===== src/rtl/security_core_pkg.sv =====
// Shared definitions for the security datapath: default sizes, default key
// and the keyed byte-rotate/XOR cipher applied between the LIFO and FIFO.
package security_core_pkg;

    localparam int          DEF_WIDTH      = 32;
    localparam int          DEF_LIFO_DEPTH = 8;
    localparam int          DEF_FIFO_DEPTH = 8;
    localparam logic [31:0] DEF_KEY        = 32'h5A5A_5A5A;

    // Rotate left by one byte, then XOR with the key.
    function automatic logic [31:0] cipher(input logic [31:0] x, input logic [31:0] key);
        return {x[23:0], x[31:24]} ^ key;
    endfunction

endpackage


===== src/rtl/security_core_sync_fifo.sv =====
// Synchronous FIFO with count-based full/empty and a registered read port.
// Simultaneous read and write are allowed when full; the read returns the
// old head because the memory read and write share the same edge.
module sync_fifo
    import security_core_pkg::*;
#(
    parameter int WIDTH = DEF_WIDTH,
    parameter int DEPTH = DEF_FIFO_DEPTH
) (
    input  logic             clk,
    input  logic             rst_n,
    input  logic             wr,
    input  logic             rd,
    input  logic [WIDTH-1:0] din,
    output logic [WIDTH-1:0] dout,
    output logic             full,
    output logic             empty
);

    localparam int             AW       = $clog2(DEPTH);
    localparam logic [AW:0]    FULL_CNT = (AW+1)'(DEPTH);

    logic [WIDTH-1:0] mem_q [DEPTH];
    logic [AW-1:0]    wptr_q, wptr_d;
    logic [AW-1:0]    rptr_q, rptr_d;
    logic [AW:0]      count_q, count_d;
    logic [WIDTH-1:0] dout_q, dout_d;
    logic             do_wr, do_rd;

    assign full  = (count_q == FULL_CNT);
    assign empty = (count_q == '0);
    assign dout  = dout_q;

    // Qualify strobes against occupancy and compute next pointers/count/output.
    always_comb begin
        do_wr   = wr && (!full || rd);
        do_rd   = rd && !empty;
        wptr_d  = do_wr ? wptr_q + 1'b1 : wptr_q;
        rptr_d  = do_rd ? rptr_q + 1'b1 : rptr_q;
        dout_d  = do_rd ? mem_q[rptr_q] : dout_q;
        count_d = count_q;
        if (do_wr && !do_rd) begin
            count_d = count_q + 1'b1;
        end else if (!do_wr && do_rd) begin
            count_d = count_q - 1'b1;
        end
    end

    // Control state and read register; cleared asynchronously.
    always_ff @(posedge clk or negedge rst_n) begin
        if (!rst_n) begin
            wptr_q  <= '0;
            rptr_q  <= '0;
            count_q <= '0;
            dout_q  <= '0;
        end else begin
            wptr_q  <= wptr_d;
            rptr_q  <= rptr_d;
            count_q <= count_d;
            dout_q  <= dout_d;
        end
    end

    // Storage array; contents are don't-care after reset.
    always_ff @(posedge clk) begin
        if (do_wr) begin
            mem_q[wptr_q] <= din;
        end
    end

endmodule


===== src/rtl/security_core.sv =====
// Plaintext LIFO feeding a ciphered FIFO. The word last popped from the LIFO
// is held in a register (exported for test) and is the cipher input on wr1.
module security_core
    import security_core_pkg::*;
#(
    parameter int          WIDTH      = DEF_WIDTH,
    parameter int          LIFO_DEPTH = DEF_LIFO_DEPTH,
    parameter int          FIFO_DEPTH = DEF_FIFO_DEPTH,
    parameter logic [31:0] KEY        = DEF_KEY
) (
    input  logic             clk,
    input  logic             rst_n,
    input  logic [WIDTH-1:0] data_in,
    input  logic             wr2,
    input  logic             rd2,
    input  logic             wr1,
    input  logic             rd1,
    output logic [WIDTH-1:0] data_out,
    output logic [WIDTH-1:0] data_out_lifo_test,
    output logic             fifo_full,
    output logic             fifo_empty
);

    localparam int          LAW       = $clog2(LIFO_DEPTH);
    localparam logic [LAW:0] LIFO_FULL = (LAW+1)'(LIFO_DEPTH);

    logic [WIDTH-1:0] stack_q [LIFO_DEPTH];
    logic [LAW:0]     sp_q, sp_d;
    logic [WIDTH-1:0] lifo_out_q, lifo_out_d;
    logic [LAW-1:0]   top_idx;
    logic             push, pop;
    logic [WIDTH-1:0] cipher_w;

    assign data_out_lifo_test = lifo_out_q;
    assign cipher_w           = WIDTH'(cipher(32'(lifo_out_q), KEY));

    // LIFO next state: push has priority over pop; full push / empty pop do nothing.
    always_comb begin
        push       = wr2 && (sp_q != LIFO_FULL);
        pop        = rd2 && !wr2 && (sp_q != '0);
        top_idx    = LAW'(sp_q - 1'b1);
        sp_d       = sp_q;
        lifo_out_d = lifo_out_q;
        if (push) begin
            sp_d = sp_q + 1'b1;
        end else if (pop) begin
            sp_d       = sp_q - 1'b1;
            lifo_out_d = stack_q[top_idx];
        end
    end

    // Stack pointer and popped-word register; cleared asynchronously.
    always_ff @(posedge clk or negedge rst_n) begin
        if (!rst_n) begin
            sp_q       <= '0;
            lifo_out_q <= '0;
        end else begin
            sp_q       <= sp_d;
            lifo_out_q <= lifo_out_d;
        end
    end

    // Stack storage; written at the current pointer on an accepted push.
    always_ff @(posedge clk) begin
        if (push) begin
            stack_q[sp_q[LAW-1:0]] <= data_in;
        end
    end

    // Ciphertext queue; enqueues the popped word as it stood before this edge.
    sync_fifo #(
        .WIDTH (WIDTH),
        .DEPTH (FIFO_DEPTH)
    ) u_fifo (
        .clk   (clk),
        .rst_n (rst_n),
        .wr    (wr1),
        .rd    (rd1),
        .din   (cipher_w),
        .dout  (data_out),
        .full  (fifo_full),
        .empty (fifo_empty)
    );

endmodule


===== config.mk =====
export PLATFORM = sky130hd
export DESIGN_NAME = security_core
export DESIGN_NICKNAME = d
export VERILOG_FILES = /design/src/rtl/security_core_pkg.sv /design/src/rtl/security_core_sync_fifo.sv /design/src/rtl/security_core.sv
export SDC_FILE = /design/constraint.sdc
export NUM_CORES = 1
export LEC_CHECK = 0
export ABC_AREA = 0
export CORE_UTILIZATION = 54
export DETAILED_ROUTE_END_ITERATION = 10
export PLACE_DENSITY = 0.75
export SLEW_MARGIN = 20
export SYNTH_ARGS = -nofsm -noshare
export SYNTH_HDL_FRONTEND = slang
export SYNTH_SLANG_ARGS = --single-unit

===== constraint.sdc =====
create_clock -name clk -period 4.25 [get_ports clk]
set_input_delay 0.6375 -clock clk [delete_from_list [all_inputs] [get_ports clk]]
set_output_delay 0.6375 -clock clk [all_outputs]
set_load 0.005 [all_outputs]

==> flow_results.xml <==
<?xml version="1.0" encoding="UTF-8"?>
<metrics>
  <group name="power">
    <metric name="power.total" unit="mW">20.1</metric>
    <metric name="pwr_density_cell" unit="nW/µm²">762</metric>
    <metric name="p_leak" unit="nW">9.07</metric>
    <metric name="vdd_drop_max" unit="µV">459</metric>
  </group>
  <group name="synth">
    <metric name="combinational_family_with_the_most_area_after_synthesis" unit="">multiplexers</metric>
    <metric name="leading_post_synthesis_cells_by_instance_count" unit="">512 x edfxtp_1, 194 x mux2_2, 79 x nand2_1, 78 x dfrtp_1, 71 x o22ai_1</metric>
    <metric name="synth_most_common_cell" unit="">edfxtp_1</metric>
    <metric name="synth.distinct_cells" unit="">42</metric>
    <metric name="syn-instance-count" unit="">1292</metric>
    <metric name="synthMuxAreaShare" unit="%">12.4</metric>
    <metric name="synth_adder_area_share" unit="%">0.471</metric>
    <metric name="synth_compound_gate_area_share" unit="%">6.22</metric>
    <metric name="synth_top_cells_by_area" unit="">edfxtp_1 67%, mux2_2 9.6%, dfrtp_1 8.5%, mux2i_1 2.9%, o22ai_1 1.9%</metric>
    <metric name="synth_top_area_share" unit="%">67.2</metric>
    <metric name="dominantRegCellSynth" unit="">edfxtp_1</metric>
    <metric name="synth.largest_area_cell" unit="">edfxtp_1</metric>
    <metric name="postSynthNetCount" unit="">1338</metric>
    <metric name="synth-async-reset-ratio" unit="%">13.2</metric>
    <metric name="average_cell_area_after_synthesis" unit="µm²">17.7</metric>
    <metric name="ys_seq_area_share" unit="%">75.8</metric>
    <metric name="ys_ff_latch" unit="">590</metric>
    <metric name="netlist_area" unit="µm²">22900</metric>
    <metric name="synth_area_in_simple_gates" unit="%">2.01</metric>
    <metric name="synth-warning-count" unit="">0</metric>
    <metric name="synth_enable_flop_cells" unit="">512</metric>
    <metric name="synth_xor_xnor_area_share" unit="%">0.460</metric>
  </group>
  <group name="floorplanning">
    <metric name="starting_utilization_of_the_core_area" unit="%">54.6</metric>
    <metric name="std_cell_rows" unit="">75</metric>
    <metric name="dieArea" unit="µm²">43200</metric>
    <metric name="io_pins" unit="">104</metric>
    <metric name="core_region_area" unit="µm²">41900</metric>
    <metric name="dieHeight" unit="µm">208</metric>
    <metric name="die_w" unit="µm">208</metric>
  </group>
  <group name="sta">
    <metric name="final_max_tran_viols" unit="">0</metric>
    <metric name="period_needed" unit="ns">3.11</metric>
    <metric name="fin_crit_sh" unit="%">73.2</metric>
    <metric name="worst_clock_skew" unit="ns">0.0202</metric>
    <metric name="timing.fmax" unit="MHz">322</metric>
    <metric name="timing.final.hold_violations" unit="">0</metric>
    <metric name="timing.slew.headroom" unit="%">35.4</metric>
    <metric name="worstMarginPinSlew" unit="ns">0.969</metric>
    <metric name="finalSetupViolCount" unit="">0</metric>
    <metric name="grt_setup_unrepaired" unit="">no</metric>
    <metric name="tns" unit="ns">0</metric>
  </group>
  <group name="setup_path">
    <metric name="timing.critical_path.fanout_max" unit="">52</metric>
    <metric name="endpoint_kind" unit="">flip-flop</metric>
    <metric name="r2r_end" unit="">data_out_lifo_test[15]$_DFFE_PN0P_</metric>
    <metric name="required" unit="ns">4.70</metric>
    <metric name="setup.worst_path.class" unit="">reg -&gt; reg</metric>
    <metric name="setup.reg_to_reg.worst_slack" unit="ns">1.14</metric>
    <metric name="r2r_start" unit="">sp_q[0]$_DFFE_PN0P_</metric>
    <metric name="worst_setup_path_start_kind" unit="">flip-flop</metric>
    <metric name="cp.arrival" unit="ns">3.56</metric>
    <metric name="ff2ff_path_depth" unit="">6</metric>
  </group>
  <group name="cells_and_area">
    <metric name="synthToLayoutAreaGrowth" unit="%">15.5</metric>
    <metric name="layout.core_utilization" unit="%">63.1</metric>
    <metric name="drive_gt1_share" unit="%">23.8</metric>
    <metric name="n_fill_cell" unit="">2862</metric>
    <metric name="nets" unit="">1452</metric>
  </group>
  <group name="global_route">
    <metric name="grt_pass1_vias" unit="">11900</metric>
    <metric name="antenna_found_initial" unit="">3</metric>
    <metric name="pin_count_of_the_biggest_net_entering_global_routing" unit="">75</metric>
    <metric name="grtUsageTotal" unit="%">21.5</metric>
    <metric name="global_route_wire_length_before_repair" unit="µm">70200</metric>
    <metric name="grt-ovfl-total" unit="">0</metric>
  </group>
  <group name="clock_tree">
    <metric name="tritoncts" unit="">yes</metric>
    <metric name="ctsLongestPathBuffers" unit="">3</metric>
    <metric name="clk_pin_slew" unit="ns">0.06</metric>
    <metric name="clock_latency" unit="ns">0.59</metric>
    <metric name="ctsHtreeMaxLevel" unit="">2</metric>
    <metric name="cts_hold_repair.buffers" unit="">0</metric>
    <metric name="cts_made_buffers" unit="">56</metric>
    <metric name="cts.root.buffer_cell" unit="">clkbuf_16</metric>
    <metric name="postCtsResizedCells" unit="">0</metric>
    <metric name="post_cts_buffers" unit="">0</metric>
    <metric name="clkSinkCount" unit="">590</metric>
  </group>
  <group name="placement">
    <metric name="place_hpwl" unit="µm">25900</metric>
    <metric name="port-buffer-count" unit="">103</metric>
    <metric name="globalplace.congestion" unit="">0.743</metric>
  </group>
  <group name="route">
    <metric name="remaining_drc_errors" unit="">0</metric>
    <metric name="avgViaCountPerCell" unit="">5.84</metric>
    <metric name="detail_route.wirelength" unit="µm">46100</metric>
    <metric name="initialDrtViolationCount" unit="">900</metric>
    <metric name="antenna_left" unit="">0</metric>
    <metric name="routed_length_per_placed_instance" unit="µm">23.1</metric>
    <metric name="drtPass1Iterations" unit="">5</metric>
    <metric name="routed-via-count" unit="">11600</metric>
  </group>
  <group name="flow_run">
    <metric name="cap_violations" unit="">0</metric>
  </group>
  <group name="status">
    <metric name="outcome" unit="">completed</metric>
  </group>
  <group name="worst_hold_path">
    <metric name="hold_path.class" unit="">in -&gt; async</metric>
  </group>
</metrics>
power breakdown:
part	switching (mW)	internal, mW	total, mW
Clock	2.03	3.00	5.03
Combinational	3.46	2.98	6.44
Sequential	0.778	7.86	8.64
Total	6.27	13.9	20.1
how the worst max path moves through the flow:
stage                                              end  depth (start not counted)                 from  slack (ns)
finish              data_out_lifo_test[15]$_DFFE_PN0P_                          6  sp_q[0]$_DFFE_PN0P_        1.14
global route        data_out_lifo_test[13]$_DFFE_PN0P_                          6  sp_q[0]$_DFFE_PN0P_        0.97
CTS                 data_out_lifo_test[15]$_DFFE_PN0P_                          6  sp_q[0]$_DFFE_PN0P_        1.14
detailed placement  data_out_lifo_test[13]$_DFFE_PN0P_                          6  sp_q[0]$_DFFE_PN0P_        1.16
global placement     data_out_lifo_test[8]$_DFFE_PN0P_                          6  sp_q[0]$_DFFE_PN0P_        1.31
floorplan                      stack_q[2][0]$_DFFE_PP_                          6  sp_q[0]$_DFFE_PN0P_        0.42
sequential cells by signal, indices dropped and copies added, names as in the netlist:
register / cells
data_out_lifo_test: 32
sp_q: 4
stack_q: 256
u_fifo.count_q: 4
u_fifo.dout: 32
u_fifo.mem_q: 256
u_fifo.rptr_q: 3
u_fifo.wptr_q: 3
area by class of cell:
| type | count | area (µm²) | area share [%] |
|---|---|---|---|
| clock buffer | 78 | 1580 | 5.97 |
| antenna | 1 | 2.50 | 0.00948 |
| timing repair buffer | 141 | 1350 | 5.12 |
| clock inverter | 25 | 303 | 1.15 |
| inverter | 24 | 92.6 | 0.351 |
| tap | 539 | 674 | 2.55 |
| multi-input combinational | 593 | 5070 | 19.2 |
| sequential | 590 | 17300 | 65.6 |
metrics by stage:
stage | cells | cell area [µm²] | hold WS (ns) | worst slack, ns
after detailed placement | 1887 | 24500 | 0.471 | 1.16
after CTS | 1990 | 26400 | 0.196 | 1.14
final | 1991 | 26400 | 0.179 | 1.14
after global placement | 1887 | 24500 | 0.469 | 1.31
after floorplan | 1292 | 22900 | 0.342 | 0.418
after global routing | 1990 | 26400 | 0.213 | 0.972
critical path: stages, from the launching register on:
cell and delay, ns:
dfrtp_1 0.60, clkinv_1 0.40, ha_4 0.87, buf_4 0.40
mux2_2 0.38, o22ai_1 0.19, o31ai_1 0.09
logic make-up (layout without fill, tap and decap cells):
kind of cell,after synthesis,in the layout
AO/OA/AOI/OAI,203,203
XOR/XNOR,12,12
adder cells (fa/ha/maj),8,8
buffers and inverters,109,268
flip-flops,590,590
multiplexers,260,260
other,0,1
AND/OR/NAND/NOR,110,110
layer usage:
metal / share of wire, % / track usage, % / vias up
li1: - / - / 5299
met1: 43 / 29.0 / 5923
met2: 50 / 36.0 / 315
met3: 5.3 / 3.77 / 83
met4: 2.1 / 6.90 / 4
met5: 0.061 / 0 / -
cells in the final DEF, fill, tap and decap left out, drive strengths merged, types with 6 or more instances in the layout:
| master | netlist | routed |
|---|---|---|
| a221o | 6 | 6 |
| a22oi | 26 | 26 |
| buf | 69 | 39 |
| bufinv | 0 | 7 |
| clkbuf | 16 | 78 |
| clkdlybuf4s50 | 0 | 102 |
| clkinv | 1 | 18 |
| dfrtp | 78 | 78 |
| edfxtp | 512 | 512 |
| ha | 7 | 7 |
| inv | 23 | 24 |
| mux2 | 194 | 194 |
| mux2i | 66 | 66 |
| nand2 | 80 | 80 |
| nor2 | 11 | 11 |
| nor3 | 8 | 8 |
| o21ai | 36 | 36 |
| o221ai | 26 | 26 |
| o22ai | 71 | 71 |
| o31ai | 32 | 32 |
| xnor2 | 8 | 8 |
(Power assumes the default switching activity.)
==> variant 1 (config.mk and constraints unchanged) <==
Reset style: synchronous (`rst_n`), changed in 2 clocked blocks. Comments in the files are not updated.
--- a/src/rtl/security_core_sync_fifo.sv
+++ b/src/rtl/security_core_sync_fifo.sv
@@ -48,5 +48,5 @@
 
     // Control state and read register; cleared asynchronously.
-    always_ff @(posedge clk or negedge rst_n) begin
+    always_ff @(posedge clk) begin
         if (!rst_n) begin
             wptr_q  <= '0;
--- a/src/rtl/security_core.sv
+++ b/src/rtl/security_core.sv
@@ -51,5 +51,5 @@
 
     // Stack pointer and popped-word register; cleared asynchronously.
-    always_ff @(posedge clk or negedge rst_n) begin
+    always_ff @(posedge clk) begin
         if (!rst_n) begin
             sp_q       <= '0;
Behaviour: differs if rst_n is asserted again (counterexample within 4 cycles, from zero or initial values and one cycle with rst_n low); with rst_n held inactive, the same outputs for 4 cycles.
==> variant 1 against the unedited design <==
  * Hold slack improved by 300 ps
  * Sequential cell count did not move
  * Largest cell class unchanged
  * Critical path type unchanged
  * Synthesized area fell by 4.1%
  * Critical path depth rose by 4
  * Design area fell by 3.7%
  * Wire length fell by 5.6%
  * Critical endpoint is now u_fifo.count_q[3]
  * Setup slack improved by 240 ps
Power is not compared: it rests on default switching activity, and its combinational part moved more than twofold at a synthesized area within 25%.
==> variant 1: results (changes against the unedited design) <==
status: "complete, no violations"  # unchanged
ys_warn_count: 0  # unchanged
crit_family: "compound AO/OA/AOI/OAI gates"  # was adder cells
layout-drive-gt1-share: 0.212  # was 0.238
num-nonclk-inverters: 22  # was 24
crit_slowest_cell: "or4b_4"  # was ha_4
avgSynthCellArea_um2: 19.9  # was 17.7 um2
drt_iter0_markers: 885  # was 900
layout.nets: 1271  # was 1452
grt_util_met2: 0.359  # was 0.360
antennaDiodeCount: 0  # was 1
nClkBuffers: 79  # was 78
wl_um: 43500  # was 46100 um
slew_headroom: 0.369  # was 0.354
critPathArrivalTime_ps: 3390  # was 3560 ps
ys_top_cells_by_area: "edfxtp_1 70%, mux4_2 13%, dfxtp_1 7.1%, nand2_1 1.3%, a22oi_1 1.1%"  # was edfxtp_1 67%, mux2_2 9.6%, dfrtp_1 8.5%, mux2i_1 2.9%, o22ai_1 1.9%
antenna_found_initial: 0  # was 3
synth-seq-area-share: 0.772  # was 0.758
peakVddDrop_mv: 0.358
synth_cell_type_count: 43  # was 42
grt_max_degree: 49  # was 75
nMultiInputCombCells: 419  # was 593
met3_usage: 0.0371  # was 0.0377
syn-cell-area_mm2: 0.0219  # was 0.0229 mm2
grt_pass1_vias: 11000  # was 11900
register_area_mm2: 0.0169  # was 0.0173 mm2
cts_buffers: 55  # was 56
synth-async-reset-ratio: 0  # was 0.132
leakage_nw: 8.09
ys_seq_elements: 590  # unchanged
ctsRootBufferMaster: "clkbuf_16"  # unchanged
maxCapViolCount: 0  # unchanged
bufAreaShareNonClock: 0.0514  # was 0.0512
intPower_mw: 10.7
grt_pass1_wl_um: 66400  # was 70200 um
crit_fanout: 7  # was 52
grt.total_usage: 0.218  # was 0.215
critPathMaxStageDelay_ps: 600  # was 870 ps
placed_area_mm2: 0.0236  # was 0.0245 mm2
viasPerCell: 5.86  # was 5.84
synth.top_cells.by_count: "512 x edfxtp_1, 128 x mux4_2, 78 x dfxtp_1, 78 x nand2_1, 44 x nor2_1"  # was 512 x edfxtp_1, 194 x mux2_2, 79 x nand2_1
clk_pin_slew_ps: 60  # about the same
multi_input_area_share: 0.183  # was 0.192
fill_cells: 2685  # was 2862
dpl_worst_slack_ps: 1180  # was 1160 ps
clk_latency_ps: 610  # was 590 ps
hold_path.class: "register to register"  # was primary input to asynchronous set/reset pin
multi_input_area_mm2: 0.00465  # was 0.00507 mm2
placedCellCount: 1693  # was 1887
dpl.hpwl_um: 25400  # was 25900 um
vias: 10500  # was 11600
syn-num-nets: 1149  # was 1338
met1_usage: 0.302  # was 0.290
cts_buffer_depth: 3  # unchanged
n_all_buffers: 137  # was 141
clkCellAreaFrac: 0.0705  # was 0.0711
gp_congestion: 0.742  # was 0.743
finClkSkew_ps: 29.6  # was 20.2 ps
variant 1: cells by family (layout without fill, tap and decap cells):
group                      after synthesis  count (layout)  share of synthesized area
AOI/OAI and AO/OA                      114             114                     0.0338
xor gates and xnor gates                 8               8                    0.00319
adders and majority gates                8               8                    0.00491
buffers and inverters                   94             261                     0.0216
DFF                                    590             590                      0.772
muxes                                  132             132                      0.133
and+or+nand+nor                        157             157                     0.0311
variant 1: path summary, 6_finish.rpt:
path                                             start                     end  slack (ps)  depth (start not counted)
worst max-delay path                 u_fifo.count_q[0]       u_fifo.count_q[3]        1380                         10
worst min-delay path            data_out_lifo_test[14]  data_out_lifo_test[14]         480                          2
worst max register to register       u_fifo.count_q[0]       u_fifo.count_q[3]        1380                         10
worst min register to register  data_out_lifo_test[14]  data_out_lifo_test[14]         480                          2
variant 1: layer usage:
layer	vias up	wire, um
li1	4665	-
met1	5433	18000
met2	365	21800
met3	61	2820
met4	0	924
met5	-	0
==> variant 2 (same flow settings) <==
Without the edit above. Change the package constant `DEF_LIFO_DEPTH` from 8 to 16.
--- a/src/rtl/security_core_pkg.sv
+++ b/src/rtl/security_core_pkg.sv
@@ -4,5 +4,5 @@
 
     localparam int          DEF_WIDTH      = 32;
-    localparam int          DEF_LIFO_DEPTH = 8;
+    localparam int          DEF_LIFO_DEPTH = 16;
     localparam int          DEF_FIFO_DEPTH = 8;
     localparam logic [31:0] DEF_KEY        = 32'h5A5A_5A5A;
Function: same outputs for any inputs over 4 cycles, from zero or initial values and one cycle with rst_n low; that may be too few to reach the edited logic, so the function may still have changed.
==> variant 2 against the unedited design <==
  * The flow now finishes with violations (DRC)
  * Synthesized area increased by 42%
  * Hold slack worse by 82 ps
  * Design area increased by 41%
  * Sequential power rose by 37%
  * Clock power grew 41%
  * Count of clock-buffer cells in the layout is 42 higher
  * Sequential cell count is 257 higher
  * Setup slack lost 32 ps
  * Power up 33%
  * First-iteration DRC count increased by 49%
  * Non-clock buffer count decreased by 5
  * Wire length rose by 41%
  * Clock skew grew 5.6 ps
==> variant 2: results (changes against the unedited design) <==
status: "complete, but fails checks"  # was complete, no violations
violations: "DRC"
grt_pass1_vias: 15600  # was 11900
grt_max_degree: 114  # was 75
drc: 10  # was 0
synth-edff-count: 768  # was 512
critPathArrivalTime_ps: 3600  # was 3560 ps
ys_top_cells_by_area: "edfxtp_1 71%, mux4_2 13%, dfrtp_1 6.1%, mux2i_1 3.0%, o221ai_2 1.4%"  # was edfxtp_1 67%, mux2_2 9.6%, dfrtp_1 8.5%, mux2i_1 2.9%, o22ai_1 1.9%
antenna_found_initial: 0  # was 3
fill_cells: 3880  # was 2862
dr.pass1.iters: 11  # was 5
r2r_slack_ps: 1110  # was 1140 ps
fin_hold_ws_ps: 96.7  # was 179 ps
crit_fanout: 57  # was 52
clk_latency_ps: 630  # was 590 ps
synth.top_cells.by_count: "768 x edfxtp_1, 192 x mux4_2, 96 x mux2i_1"  # was 512 x edfxtp_1, 194 x mux2_2, 79 x nand2_1
crit_family: "multiplexers"  # was adder cells
layout-drive-gt1-share: 0.244  # was 0.238
grt_pass1_wl_um: 98200  # was 70200 um
finClkSkew_ps: 25.8  # was 20.2 ps
num-nonclk-inverters: 22  # was 24
seq_area_frac: 0.675  # was 0.656
peakVddDrop_mv: 0.536  # was 0.459 mV
synth_adder_area_share: 0.00446  # was 0.00471
synth_cell_type_count: 40  # was 42
drt_iter0_markers: 1344  # was 900
grt_util_met2: 0.356  # was 0.360
critPathMaxStageDelay_ps: 700  # was 870 ps
cts_htree_levels: 3  # was 2
cts_buffers: 83  # was 56
vias: 15000  # was 11600
gp_congestion: 0.775  # was 0.743
leakage_nw: 12.2  # was 9.07 nW
met1_usage: 0.318  # was 0.290
layout.nets: 1655  # was 1452
clkCellAreaFrac: 0.0715  # was 0.0711
nClkBuffers: 120  # was 78
crit_slowest_cell: "dfrtp_4"  # was ha_4
synth-async-reset-ratio: 0.0933  # was 0.132
wl_per_cell_um: 26.5  # was 23.1 um
grt.total_usage: 0.221  # was 0.215
synthXorXnorAreaFrac: 0.00373  # was 0.00460
syn-num-nets: 1523  # was 1338
n_all_buffers: 136  # was 141
multi_input_area_mm2: 0.00702  # was 0.00507 mm2
crit_path_end: "data_out_lifo_test[31]"  # was data_out_lifo_test[15]
bufAreaShareNonClock: 0.0364  # was 0.0512
wl_met3_um: 4080  # was 2460 um
tightest_slew_ps: 1020  # was 969 ps
dr.max_layer_used: "met4"  # was met5
dpl.hpwl_um: 36100  # was 25900 um
finalCritPeriodShare: 0.739  # was 0.732
met3_usage: 0.0378  # was 0.0377
antennaDiodeCount: 0  # was 1
## variant 2: cell types whose count changed after synthesis, moves of 30 or more
| cell | before | now |
|---|---|---|
| edfxtp_1 | 512 | 768 |
| mux2_2 | 194 | 3 |
| mux2i_1 | 66 | 96 |
| mux4_2 | 0 | 192 |
| o221ai_2 | 0 | 30 |
| o22ai_1 | 71 | 2 |
| o31ai_1 | 32 | 0 |
## variant 2: power groups by stage
stage | sequential, mW | clock [mW] | combinational, mW
6_report | 11.8 | 7.09 | 7.84
5_1_grt | 12.0 | 7.51 | 8.44
4_1_cts | 11.8 | 7.19 | 8.01
3_3_place_gp | 11.9 | 0 | 7.80
3_5_place_dp | 12.0 | 0 | 7.94
2_1_floorplan | 11.3 | 0 | 5.94
## variant 2: through the flow
step / cell area (um2) / cells / utilization
after floorplan: 32500 / 1474 / -
after global placement: 34500 / 2294 / 0.582
after detailed placement: 34500 / 2294 / 0.582
after CTS: 37100 / 2449 / 0.626
after global routing: 37100 / 2449 / 0.627
final: 37100 / 2449 / 0.627
